## src/rtl/pc_pkg.sv

```systemverilog
// rtl/pc_pkg.sv - shared constants, next-PC select enum and branch-target helper for pc_ras_unit
package pc_pkg;

    localparam int ADDR_W_DEF  = 32;
    localparam int PC_STEP_DEF = 4;
    localparam int MAX_W       = 64;

    typedef enum logic [2:0] {
        NPC_SEQ,
        NPC_BR,
        NPC_JMP,
        NPC_RET,
        NPC_HOLD
    } npc_sel_e;

    // Only the low ADDR_W bits are used by callers, so zero-extended inputs give the wrapped result.
    function automatic logic [MAX_W-1:0] br_target(input logic [MAX_W-1:0] pc_plus,
                                                   input logic [MAX_W-1:0] imm);
        return pc_plus + (imm << 2);
    endfunction

endpackage

```

## src/rtl/ras_stack.sv

```systemverilog
// rtl/ras_stack.sv - circular return-address stack with top pointer and count; sticky flags under RAS_ERR_EN
module ras_stack
    import pc_pkg::*;
#(
    parameter int W     = ADDR_W_DEF,
    parameter int DEPTH = 8
) (
    input  logic                     clk,
    input  logic                     reset,
    input  logic                     push,
    input  logic                     pop,
    input  logic [W-1:0]             wdata,
    output logic [W-1:0]             top,
    output logic [$clog2(DEPTH):0]   cnt,
    output logic                     full,
    output logic                     empty,
    output logic                     ovf,
    output logic                     unf
);

    localparam int PW = $clog2(DEPTH);

    logic [W-1:0]  mem_q [DEPTH];
    logic [W-1:0]  mem_d [DEPTH];
    logic [PW-1:0] top_q, top_d;
    logic [PW:0]   cnt_q, cnt_d;

    assign top   = mem_q[top_q];
    assign cnt   = cnt_q;
    assign empty = (cnt_q == '0);
    assign full  = (cnt_q == (PW+1)'(DEPTH));

    always_comb begin
        mem_d = mem_q;
        top_d = top_q;
        cnt_d = cnt_q;
        if (push && pop && !empty) begin
            mem_d[top_q] = wdata;
        end else if (push) begin
            // On a full stack the pointer wraps onto the oldest entry.
            top_d        = top_q + 1'b1;
            mem_d[top_d] = wdata;
            if (!full) begin
                cnt_d = cnt_q + 1'b1;
            end
        end else if (pop && !empty) begin
            top_d = top_q - 1'b1;
            cnt_d = cnt_q - 1'b1;
        end
    end

    always_ff @(negedge clk or negedge reset) begin
        if (!reset) begin
            for (int i = 0; i < DEPTH; i++) begin
                mem_q[i] <= '0;
            end
            top_q <= '0;
            cnt_q <= '0;
        end else begin
            mem_q <= mem_d;
            top_q <= top_d;
            cnt_q <= cnt_d;
        end
    end

`ifdef RAS_ERR_EN
    logic ovf_q, ovf_d;
    logic unf_q, unf_d;

    always_comb begin
        ovf_d = ovf_q | (push && !pop && full);
        unf_d = unf_q | (pop && empty);
    end

    always_ff @(negedge clk or negedge reset) begin
        if (!reset) begin
            ovf_q <= 1'b0;
            unf_q <= 1'b0;
        end else begin
            ovf_q <= ovf_d;
            unf_q <= unf_d;
        end
    end

    assign ovf = ovf_q;
    assign unf = unf_q;
`else
    assign ovf = 1'b0;
    assign unf = 1'b0;
`endif

endmodule

```

## src/rtl/pc_ras_unit.sv

```systemverilog
// rtl/pc_ras_unit.sv - program counter with next-PC mux and return-address stack; RAS_ERR_EN enables error flags and self-hold
module pc_ras_unit
    import pc_pkg::*;
#(
    parameter int                ADDR_W    = ADDR_W_DEF,
    parameter int                RAS_DEPTH = 8,
    parameter int                PC_STEP   = PC_STEP_DEF,
    parameter logic [ADDR_W-1:0] RESET_PC  = ADDR_W'(32'hFFFF_FFFC)
) (
    input  logic                         clk,
    input  logic                         reset,
    input  logic                         halt,
    input  logic                         pc_src,
    input  logic [ADDR_W-1:0]            br_imm,
    input  logic                         jump,
    input  logic [ADDR_W-1:0]            jump_tgt,
    input  logic                         push,
    input  logic                         pop,
    output logic [ADDR_W-1:0]            pc,
    output logic [ADDR_W-1:0]            pc_plus,
    output logic [$clog2(RAS_DEPTH):0]   ras_cnt,
    output logic                         ras_empty,
    output logic                         ras_full,
    output logic                         ras_ovf,
    output logic                         ras_unf
);

    logic [ADDR_W-1:0] pc_q, pc_d;
    logic [ADDR_W-1:0] br_pc;
    logic [ADDR_W-1:0] ras_top;
    npc_sel_e          npc_sel;

    assign pc      = pc_q;
    assign pc_plus = pc_q + ADDR_W'(PC_STEP);
    assign br_pc   = ADDR_W'(br_target(MAX_W'(pc_plus), MAX_W'(br_imm)));

    ras_stack #(
        .W     (ADDR_W),
        .DEPTH (RAS_DEPTH)
    ) u_ras (
        .clk   (clk),
        .reset (reset),
        .push  (push && !halt),
        .pop   (pop && !halt),
        .wdata (pc_plus),
        .top   (ras_top),
        .cnt   (ras_cnt),
        .full  (ras_full),
        .empty (ras_empty),
        .ovf   (ras_ovf),
        .unf   (ras_unf)
    );

    always_comb begin
        npc_sel = NPC_SEQ;
        if (halt) begin
            npc_sel = NPC_HOLD;
        end else if (pop && !ras_empty) begin
            npc_sel = NPC_RET;
`ifdef RAS_ERR_EN
        end else if (pop && !push) begin
            npc_sel = NPC_HOLD;
`endif
        end else if (jump) begin
            npc_sel = NPC_JMP;
        end else if (pc_src) begin
            npc_sel = NPC_BR;
        end
    end

    always_comb begin
        pc_d = pc_plus;
        unique case (npc_sel)
            NPC_RET:  pc_d = ras_top;
            NPC_JMP:  pc_d = jump_tgt;
            NPC_BR:   pc_d = br_pc;
            NPC_HOLD: pc_d = pc_q;
            default:  pc_d = pc_plus;
        endcase
    end

    always_ff @(negedge clk or negedge reset) begin
        if (!reset) begin
            pc_q <= RESET_PC;
        end else begin
            pc_q <= pc_d;
        end
    end

endmodule

```

## config.mk

```make
export PLATFORM = sky130hd
export DESIGN_NAME = pc_ras_unit
export DESIGN_NICKNAME = d
export VERILOG_FILES = /design/src/rtl/pc_pkg.sv /design/src/rtl/ras_stack.sv /design/src/rtl/pc_ras_unit.sv
export SDC_FILE = /design/constraint.sdc
export NUM_CORES = 1
export LEC_CHECK = 0
export ABC_AREA = 1
export CAP_MARGIN = 25
export CORE_AREA = 2 2 169 171
export DETAILED_ROUTE_END_ITERATION = 6
export DIE_AREA = 0 0 171 173
export DONT_BUFFER_PORTS = 1
export GPL_ROUTABILITY_DRIVEN = 1
export PLACE_DENSITY_LB_ADDON = 0.12
export SLEW_MARGIN = 20
export SYNTH_ARGS = -nofsm -noshare
export SYNTH_HDL_FRONTEND = slang
export SYNTH_SLANG_ARGS = --single-unit
```

## constraint.sdc

```tcl
create_clock -name clk -period 5.52 [get_ports clk]
set_clock_uncertainty 0.15 [all_clocks]
set_input_delay 0.276 -clock clk [delete_from_list [all_inputs] [get_ports clk]]
set_output_delay 0.276 -clock clk [all_outputs]
set_load 0.02 [all_outputs]
```

; After elaboration in Yosys (flattened, before gate mapping)
; Index checks and enable logic that the tools add are counted.
[totals]
ff_bits = 295
in_bits = 71
output_inout_bits = 72
word_cells = 66
[op_classes]
add_sub_neg = 6
magnitude_cmp = 4
eq_ne = 6
n_mux = 21
n_bitwise = 3
reduce_logical = 15
[ops]
columns = op, count
row1 = $bwmux 256, 2
row2 = $mux 256, 2
row3 = $demux 32 s3, 2
row4 = $mux 32, 4
row5 = $pmux 32 s4, 1
row6 = $bmux 32 s3, 1
row7 = $add 32x3->32 const B, 1
row8 = $add 32x32->32, 1
row9 = $mux 4, 3
row10 = $mux 3, 3
row11 = $ge 4x4->1 const B, 2
row12 = $logic_and 1x1->1, 8
row13 = $lt 4x1->1 const B, 2
row14 = $not 3->4, 2
row15 = $eq 3x2->1 const B, 2
row16 = $add 4x1->4 const B, 1
row17 = $eq 4x4->1 const B, 1
row18 = $logic_not 4->1, 1
row19 = $mux 2, 2
row20 = $reduce_bool 2->1, 2
row21 = $sub 4x1->4 const B, 1
row22 = $add 3x1->3 const B, 1
row23 = $eq 3x1->1 const B, 1
row24 = $eq 3x3->1 const B, 1
row25 = 7 further kinds, 8

; Logic depth before layout (Yosys ltp)
; Gate-level depths: netlist (run 1).
[depth]
ltp_word = 9
mapped_depth = 28

; Modules after synthesis
; A second synthesis (run 1) with hierarchy kept.
[unflattened]
hier_cells = 2734
area_unflattened_um2 = 18948.2
[modules_own_cells]
columns = module, n_inst, cells_per_inst, area_per_inst_um2, seq_area_each_um2
row1 = ras_stack, 1, 1836, 13839.5, 6581.3
row2 = pc_ras_unit, 1, 898, 5108.6, 838.3

==> results of run 1 <==
==> layout by cell type (no fill, tap or decap), drive strengths merged, types with 11 or more instances in the layout <==
cell type / netlist / layout
a21oi: 52 / 52
buf: 50 / 79
clkbuf: 51 / 42
dfrtn: 265 / 265
dfstp: 30 / 30
ha: 41 / 41
inv: 207 / 238
nand2: 683 / 683
nand3: 102 / 102
nand4: 21 / 21
nor2: 161 / 161
nor3: 23 / 23
o2111ai: 14 / 14
o21ai: 281 / 281
o22a: 11 / 11
o22ai: 76 / 76
or2: 18 / 18
xor2: 14 / 14
==> worst register-to-register path, stage by stage (launching register included) <==
cell and delay, ps:
dfstp_2 660, nand2_4 100, nor2_8 180, inv_4 60, nor2_4 130, buf_6 130
xor2_2 130, buf_4 150, clkinvlp_4 260, ha_1 400, nand2_1 160, inv_1 50
nand2_1 70, nand2_1 90, a21oi_1 170, nand2_1 220, nand2_1 140, nand2_1 60
nand2_1 60, nand3_1 120, nand3_1 100, nand2_1 70, nand2_1 60
==> worst max-delay path by stage <==
stage / cells after the start / end / slack, ps
final: 8 / pc_plus[13] / -80
after global routing: 10 / pc_plus[25] / -170
after CTS: 8 / pc_plus[13] / -70
after detailed placement: 9 / pc_plus[25] / 230
after global placement: 9 / pc_plus[25] / 290
after floorplan: 8 / pc_plus[18] / 330
==> layout make-up <==
| cell class | instances | area, um2 |
|---|---|---|
| Sequential cell | 295 | 7423 |
| Multi-Input combinational cell | 1566 | 8262 |
| Timing Repair Buffer | 79 | 714.4 |
| Tap cell | 378 | 473.0 |
| Clock inverter | 43 | 256.5 |
| Clock buffer | 42 | 847.1 |
| Inverter | 208 | 814.5 |
| Fill cell | 2332 | 8838 |
==> kinds of logic after synthesis <==
kind of cell | after synthesis | share of synthesized area
compound gates | 472 | 0.1655
xor+xnor | 22 | 0.01325
fa+ha+maj | 43 | 0.03345
buf+inv | 310 | 0.07910
flops | 295 | 0.4488
mux | 2 | 0.001362
other cells | 1 | 0.0002268
simple gates | 1025 | 0.2582
==> through the flow <==
stage / total power, W / area [um2] / hold WS (ps)
after floorplan: 0.006805 / 16530 / 252.8
after detailed placement: 0.008068 / 17060 / 271.6
after global placement: 0.007898 / 17030 / 265.3
final: 0.01044 / 18790 / 274.8
after global routing: 0.01118 / 18790 / 292.3
after CTS: 0.01029 / 18420 / 273.0
==> layer usage <==
layer | vias up | track usage
met5 | - | 0
met3 | 118 | 0.07874
met2 | 688 | 0.5603
met4 | 2 | 0.1271
met1 | 7310 | 0.4744
li1 | 7219 | -
==> report_power, final <==
| part | internal (W) | leakage (nW) | switching [W] |
|---|---|---|---|
| combinational | 0.00150 | 5.03 | 0.00281 |
| clock | 0.00124 | 0.649 | 0.000919 |
| sequential | 0.00319 | 3.71 | 0.000783 |
==> repair_timing <==
action | 4_1_cts | 5_1_grt
setup buffers | 8 | 10
pin swaps | 12 | 20
gates resized for setup | 73 | 73
setup endpoints to repair | 21 | 22
endpoints found under the hold margin | 0 | 0
==> flip-flops by register name, indices dropped and copies added (netlist names) <==
name and count:
pc 32, u_ras.mem_q 256, u_ras.top_q 3, u_ras.cnt 4
==> flow_metrics.py, run 1 <==
metrics = {
    "run_status": {
        "outcome": "finished, violations left",
        "violations": "negative setup slack",
    },
    "setup_path": {
        "path_class": "register to primary output",
        "required_ps": 5090,
        "crit_path_end_kind": "primary output",
        "r2r_setup_slack_ps": 1730,
        "worstPathCellList": "nand2_4, nor2_8, inv_4, nor2_4, buf_6, xor2_2, buf_4, clkinvlp_4",
        "slowest_delay_ps": 660,
        "rr_startpoint": "pc[4]",
        "critPathLaunchType": "register",
        "slowest_stage": "dfstp_2",
        "r2r_cells": 22,
        "path_delay_family": "flip-flops",
        "startpoint": "pc[4]",
        "r2r_end": "pc[23]",
        "cp_max_fo": 6,
        "path_buf_inv": 4,
        "crit_arrival_ps": 5180,
    },
    "timing": {
        "slew_violations": 0,
        "setup_tns_ps": -415.9,
        "finalHoldViolations": 0,
        "max_slew_margin": 0.3663,
        "grt_setup_unrepaired": "yes",
        "setup_viol": 9,
        "tightest_slew_ps": 948.3,
        "setup_ws_ps": -83.57,
    },
    "die": {
        "core_um2": 27630,
        "io_pins": 143,
        "start_util": 0.5983,
        "die_w_um": 171,
        "fp.dieArea_um2": 29580,
        "die-height_um": 173,
        "rows": 61,
    },
    "route": {
        "routed_wirelength_um": 52040,
        "route.met3.wl_um": 5236,
        "ant_nets": 0,
        "drt_iter0_drc": 1578,
        "dr.max_layer_used": "met5",
        "avgRoutedWirePerCell_um": 19.93,
        "wl_met2_um": 23780,
        "wl_met1_um": 21100,
        "drt_pass1_iterations": 6,
        "drc": 0,
        "vias": 15340,
        "via_per_inst": 5.874,
    },
    "clocking": {
        "cts_inserted_buffers": 30,
        "ctsRootBufferMaster": "clkbuf_16",
        "hold_buffers": 0,
        "cts_sinks": 295,
        "clockBufferDepth": 3,
        "clk_pin_slew_ps": 50,
        "h-tree-depth": 1,
        "clock_latency_ps": 610,
        "cts_tree": "built",
    },
    "synth": {
        "yosys.cell_types.count": 58,
        "yosys-top-cells-area": "dfrtn_1 (40%), nand2_1 (15%), o21ai_0 (6.0%)",
        "mappedNetlistArea_um2": 16530,
        "synth_top_area_frac": 0.4012,
        "synth-edff-count": 0,
        "yosys.area.top_type": "dfrtn_1",
        "ys.flop_type": "dfrtn_1",
        "async_reset_ff_frac": 1.000,
        "syn_area_per_cell_um2": 7.618,
        "syn_inst": 2170,
        "yosysMostFrequentCell": "nand2_1",
        "synth_common_cells": "nand2_1 (676), dfrtn_1 (265), o21ai_0 (199)",
        "yosys_warnings": 0,
        "yosysSeqAreaShare": 0.4488,
        "synth-seq-cells": 295,
    },
    "min_path": {
        "hp-class": "register to register",
        "min_from": "u_ras.mem_q[161]",
        "holdPathStages": 2,
        "hold_path_end": "u_ras.mem_q[161]",
    },
    "placed_design": {
        "place_inst": 2509,
        "place_congestion": 0.9615,
        "place_ws_ps": 231.8,
        "hpwlAfterDp_um": 35830,
        "numPortBuffers": 0,
    },
    "pwr": {
        "p_leak_nw": 9.386,
        "vdd_ir_drop_max_mv": 0.3072,
        "p_per_area_nw_per_um2": 555.4,
    },
    "layout": {
        "fin_cells": 2611,
        "drive_gt1_frac": 0.1424,
        "final_nets": 2324,
        "n_antenna_cell": 0,
        "final_core_util": 0.6801,
        "area_growth_pct": 13.67,
    },
    "global_routing": {
        "grt_max_degree": 296,
        "grt_use_total": 0.3523,
        "grt_pass1_vias": 14820,
        "antenna_found_initial": 1,
        "grt_overflow": 0,
        "grt_pass1_wl_um": 80820,
    },
    "job": {
        "maxCapViolCount": 0,
    },
}
(Power assumes the default switching activity.)
==> inputs of run 2 (changes only) <==
--- a/config.mk
+++ b/config.mk
@@ -13,6 +13,7 @@
 export DONT_BUFFER_PORTS = 1
 export GPL_ROUTABILITY_DRIVEN = 1
 export PLACE_DENSITY_LB_ADDON = 0.12
+export RECOVER_POWER = 50
 export SLEW_MARGIN = 20
 export SYNTH_ARGS = -nofsm -noshare
 export SYNTH_HDL_FRONTEND = slang
==> run 2 against run 1 <==
Against the previous run:
- the run ends with max-capacitance violations, max-slew violations, negative setup slack left
- register-to-register slack barely moved
- sequential power is essentially flat
- routed wire length fell by 0.14%
- power decreased by 0.13%
- setup slack got worse by 7.4 ps
- cell area shrank 0.21%
- non-clock buffer count unchanged
==> flow_metrics.py, run 2 (synthesis gave the netlist of run 1 again) <==
metrics = {
    "clocking": {
        "cts_sinks": 295,
        "hold_buffers": 0,
        "h-tree-depth": 1,
        "ctsRootBufferMaster": "clkbuf_16",
        "clk_pin_slew_ps": 50,
        "cts_inserted_buffers": 30,
        "clock_latency_ps": 610,
        "clockBufferDepth": 3,
        "cts_tree": "built",
    },
    "global_routing": {
        "antenna_found_initial": 1,
        "busiest_layer": "met2",
        "grt_use_met3": 0.07874,
        "grt_overflow": 0,
        "grt_pass1_vias": 14820,
        "grt_max_degree": 296,
        "grt_use_total": 0.3523,
        "grtUsageMet2": 0.5603,
        "grt_use_met1": 0.4744,
        "grt_pass1_wl_um": 80820,
    },
    "timing": {
        "setup_viol": 9,
        "max_slew_margin": -0.2017,
        "finalHoldViolations": 0,
        "setup_ws_ps": -90.94,
        "slew_violations": 32,
        "grt_setup_unrepaired": "yes",
        "tightest_slew_ps": 1803,
    },
    "pwr": {
        "p_leak_nw": 9.376,
        "p_clk_frac": 0.207,
        "vdd_ir_drop_max_mv": 0.3083,
        "seq_power_share": 0.381,
        "switchingPower_w": 0.004504,
        "p_per_area_nw_per_um2": 555.8,
        "p_comb_frac": 0.412,
        "sw_frac_of_total": 0.4321,
        "internal-power_w": 0.005918,
    },
    "die": {
        "io_pins": 143,
        "core_um2": 27630,
        "die-height_um": 173,
        "start_util": 0.5983,
        "die_w_um": 171,
        "rows": 61,
        "fp.dieArea_um2": 29580,
    },
    "run_status": {
        "violations": "max-capacitance violations, max-slew violations, negative setup slack",
        "outcome": "finished, violations left",
    },
    "setup_path": {
        "r2r_setup_slack_ps": 1720,
        "rr_startpoint": "pc[7]",
        "worstPathCellList": "nand2_4, nor2_4, nand2_4, nor2_4, buf_6, xor2_2, buf_4, clkinvlp_4",
        "path_delay_family": "flip-flops",
        "cp_max_fo": 6,
        "path_buf_inv": 3,
        "slowest_delay_ps": 690,
        "slowest_stage": "dfstp_2",
        "critPathLaunchType": "register",
        "crit_path_end_kind": "primary output",
        "required_ps": 5090,
        "r2r_end": "pc[23]",
        "crit_arrival_ps": 5180,
        "r2r_cells": 22,
        "path_class": "register to primary output",
    },
    "min_path": {
        "holdPathStages": 2,
        "hp-class": "register to register",
        "min_from": "u_ras.mem_q[119]",
        "hold_path_end": "u_ras.mem_q[119]",
    },
    "layout": {
        "largest_reg_flops": 256,
        "regMostFlops": "u_ras.mem_q",
        "final_core_util": 0.6787,
        "drive_gt1_frac": 0.1393,
        "n_antenna_cell": 0,
        "final_nets": 2324,
        "area_growth_pct": 13.43,
        "fin_cells": 2611,
        "final_cell_mix": "nand2_1 (646), dfrtn_1 (265), o21ai_0 (207), inv_1 (200), nor2_1 (136)",
        "final_common_cell": "nand2_1",
    },
    "route": {
        "via_per_inst": 5.881,
        "drt_iter0_drc": 1575,
        "drc": 0,
        "avgRoutedWirePerCell_um": 19.90,
        "drt_pass1_iterations": 5,
        "ant_nets": 0,
        "routed_wirelength_um": 51970,
        "vias": 15360,
    },
    "placed_design": {
        "hpwlAfterDp_um": 35830,
        "place_congestion": 0.9615,
        "place_inst": 2509,
        "numPortBuffers": 0,
    },
    "job": {
        "maxCapViolCount": 1,
    },
}
[run 2: cell count changes in the layout (fill, tap and decap cells not counted), sizes merged]
cell,before,now
clkbuf,42,45
buf,79,76
[run 2: through the flow]
step	worst slack [ps]	hold slack [ps]	area, um2	setup TNS (ps)	power, W
global route	-169.4	292.3	18750	-1898	0.01116
global placement	292.5	265.3	17030	0	0.007898
CTS	-72.41	273.0	18420	-466.6	0.01029
finish	-90.94	272.7	18750	-450.3	0.01042
floorplan	327.4	252.8	16530	0	0.006805
detailed placement	231.8	271.6	17060	0	0.008068
[run 2: power groups by stage]
stage / sequential (W) / clock, W / combinational, W
4_1_cts: 0.00393 / 0.00217 / 0.00419
6_report: 0.00397 / 0.00215 / 0.00429
2_1_floorplan: 0.00374 / 0.0000343 / 0.00303
3_5_place_dp: 0.00394 / 0.0000343 / 0.00410
3_3_place_gp: 0.00390 / 0.0000343 / 0.00396
5_1_grt: 0.00409 / 0.00228 / 0.00479
[run 2: repair_timing]
action,in CTS,in global routing
endpoints found under the setup margin,21,22
pin swaps,12,20
setup buffers,8,10
gates resized for setup,73,73
[run 2: how the worst max path moves through the flow]
stage,start,depth (start not counted),slack (ps),end
after detailed placement,pc[6],9,230,pc_plus[25]
after floorplan,pc[3],8,330,pc_plus[18]
after global routing,pc[4],10,-170,pc_plus[25]
after CTS,pc[7],8,-70,pc_plus[13]
final,pc[7],8,-90,pc_plus[13]
after global placement,pc[6],9,290,pc_plus[25]
[run 2: layout make-up]
| type | instances | area (um2) |
|---|---|---|
| clock buffer | 42 | 847.1 |
| clock inverter | 43 | 256.5 |
| fill | 2339 | 8877 |
| inverter | 208 | 814.5 |
| multi-input combinational | 1566 | 8245 |
| sequential | 295 | 7423 |
| tap | 378 | 473.0 |
| timing repair buffer | 79 | 691.9 |
[run 2: worst reg2reg max path, delay by kind of cell (launching register included)]
kind / cells / cell delay [ps]
AO/OA/AOI/OAI: 1 / 170
XOR/XNOR: 1 / 130
adder cells (fa/ha/maj): 1 / 410
buffers and inverters: 4 / 590
flip-flops: 1 / 690
AND/OR/NAND/NOR: 15 / 1600
[run 2: per-layer routing]
| metal | part of all wire | vias to the layer above |
|---|---|---|
| li1 | - | 7219 |
| met1 | 0.41 | 7377 |
| met2 | 0.46 | 654 |
| met3 | 0.093 | 103 |
| met4 | 0.034 | 2 |
| met5 | 0.00025 | - |
==> inputs of run 3 (changes only) <==
--- a/config.mk
+++ b/config.mk
@@ -6,10 +6,11 @@
 export NUM_CORES = 1
 export LEC_CHECK = 0
 export ABC_AREA = 1
+export ABC_CLOCK_PERIOD_IN_PS = 5520
 export CAP_MARGIN = 25
-export CORE_AREA = 2 2 169 171
+export CORE_AREA = 2 2 162 164
 export DETAILED_ROUTE_END_ITERATION = 6
-export DIE_AREA = 0 0 171 173
+export DIE_AREA = 0 0 164 166
 export DONT_BUFFER_PORTS = 1
 export GPL_ROUTABILITY_DRIVEN = 1
 export PLACE_DENSITY_LB_ADDON = 0.12
==> run 3 against run 2 <==
Against the previous run:
- the run ends with negative setup slack left
- clock power is essentially flat
- worst hold slack lost 1.3 ps
- register-to-register slack lost 160 ps
==> flow_metrics.py, run 3 (synthesis gave the netlist of run 1 again) <==
metrics = {
    "setup_path": {
        "cp_max_fo": 5,
        "crit_path_end_kind": "primary output",
        "crit_arrival_ps": 5290,
        "required_ps": 5090,
        "critPathLaunchType": "register",
        "path_class": "register to primary output",
    },
    "layout": {
        "regMostFlops": "u_ras.mem_q",
        "area_growth_pct": 11.68,
        "final.fill_count": 2015,
        "largest_reg_flops": 256,
        "final_core_util": 0.7207,
        "multiInputGateArea_um2": 8140,
        "seq_area_um2": 7420,
        "drive_gt1_frac": 0.1319,
        "final_common_cell": "nand2_1",
        "final_cell_mix": "nand2_1 (651), dfrtn_1 (265), inv_1 (203), o21ai_0 (202), nor2_1 (137)",
        "fin_cells": 2558,
        "final_nets": 2312,
    },
    "placed_design": {
        "place_congestion": 0.9542,
        "numPortBuffers": 0,
        "hpwlAfterDp_um": 34450,
        "place_inst": 2464,
        "place_ws_ps": 271.3,
    },
    "route": {
        "drt_iter0_drc": 1827,
        "routed_wirelength_um": 51750,
        "drt_pass1_iterations": 6,
        "avgRoutedWirePerCell_um": 20.23,
        "ant_nets": 0,
        "vias": 15450,
        "drc": 0,
        "via_per_inst": 6.040,
    },
    "die": {
        "die-height_um": 166,
        "core_um2": 25620,
        "io_pins": 143,
        "die_w_um": 164,
        "fp.dieArea_um2": 27220,
        "rows": 59,
        "start_util": 0.6453,
    },
    "timing": {
        "finalHoldViolations": 0,
        "whs_ps": 271.4,
        "slew_violations": 0,
        "grt_setup_unrepaired": "yes",
        "max_slew_margin": 0.2825,
        "setup_ws_ps": -195.3,
        "tightest_slew_ps": 1074,
        "setup_viol": 14,
    },
    "clocking": {
        "cts_sinks": 295,
        "h-tree-depth": 1,
        "cts_tree": "built",
        "clockBufferDepth": 3,
        "clock_latency_ps": 610,
        "ctsRootBufferMaster": "clkbuf_16",
        "clk_pin_slew_ps": 50,
        "cts_inserted_buffers": 30,
    },
    "pwr": {
        "p_leak_nw": 9.188,
        "p_per_area_nw_per_um2": 559.2,
        "vdd_ir_drop_max_mv": 0.4956,
    },
    "run_status": {
        "violations": "negative setup slack",
        "outcome": "finished, violations left",
    },
    "min_path": {
        "hp-class": "register to register",
    },
    "global_routing": {
        "grt_pass1_vias": 14830,
        "grt_max_degree": 296,
        "antenna_found_initial": 1,
        "grt_pass1_wl_um": 80590,
        "grt_overflow": 0,
        "grt_use_total": 0.3808,
    },
    "job": {
        "maxCapViolCount": 0,
    },
}
==> run 3: final cells by class <==
type | count | share of cell area
Clock inverter | 38 | 0.008268
Multi-Input combinational cell | 1566 | 0.4409
Tap cell | 335 | 0.02270
Inverter | 208 | 0.04283
Antenna cell | 1 | 0.0001355
Timing Repair Buffer | 67 | 0.03172
Sequential cell | 295 | 0.4019
Clock buffer | 48 | 0.05151
==> run 3: path summary, 6_finish.rpt <==
| path | slack, ps | startpoint | endpoint | cells after the start |
|---|---|---|---|---|
| max | -200 | pc[4] | pc_plus[16] | 7 |
| min | 270 | u_ras.mem_q[55] | u_ras.mem_q[55] | 2 |
| max reg2reg | 1560 | pc[4] | pc[21] | 19 |
| min reg2reg | 270 | u_ras.mem_q[55] | u_ras.mem_q[55] | 2 |
| max in group asynchronous | 2490 | reset | u_ras.mem_q[119] | 0 |
| min in group asynchronous | 1920 | reset | u_ras.mem_q[35] | 0 |
==> run 3: what timing repair did <==
action,in CTS,in global routing
resized for setup,46,60
hold buffers,0,0
setup endpoints to repair,19,22
pin swaps,6,10
buffers inserted,3,4
==> run 3: worst max-delay path: stages (launching register included) <==
cell,delay [ps]
dfstp_2,640
inv_1,130
nor3_4,340
nand2_2,140
nor3_4,230
nand2_1,120
xor2_2,170
inv_2,140
==> run 3: where the power goes <==
part | internal (W) | switching, W | leakage (nW)
Combinational | 0.00146 | 0.00278 | 4.83
Sequential | 0.00319 | 0.000773 | 3.70
Clock | 0.00120 | 0.000920 | 0.654
Total | 0.00585 | 0.00447 | 9.19
==> run 3: per-stage QoR <==
stage	setup TNS (ps)	power, W	area [um2]
after CTS	-976.1	0.01017	18200
after detailed placement	0	0.008012	16970
final	-989.7	0.01032	18460
after global routing	-1967	0.01103	18460
after global placement	0	0.007861	16970
after floorplan	0	0.006805	16530
==> run 3: metal layers <==
metal  part of all wire  track usage  up-vias
li1                   -            -     7185
met5                  0            0        -
met3               0.12       0.1056      131
met1               0.39       0.5150     7332
met2               0.46       0.5952      802
met4              0.035       0.1278        0
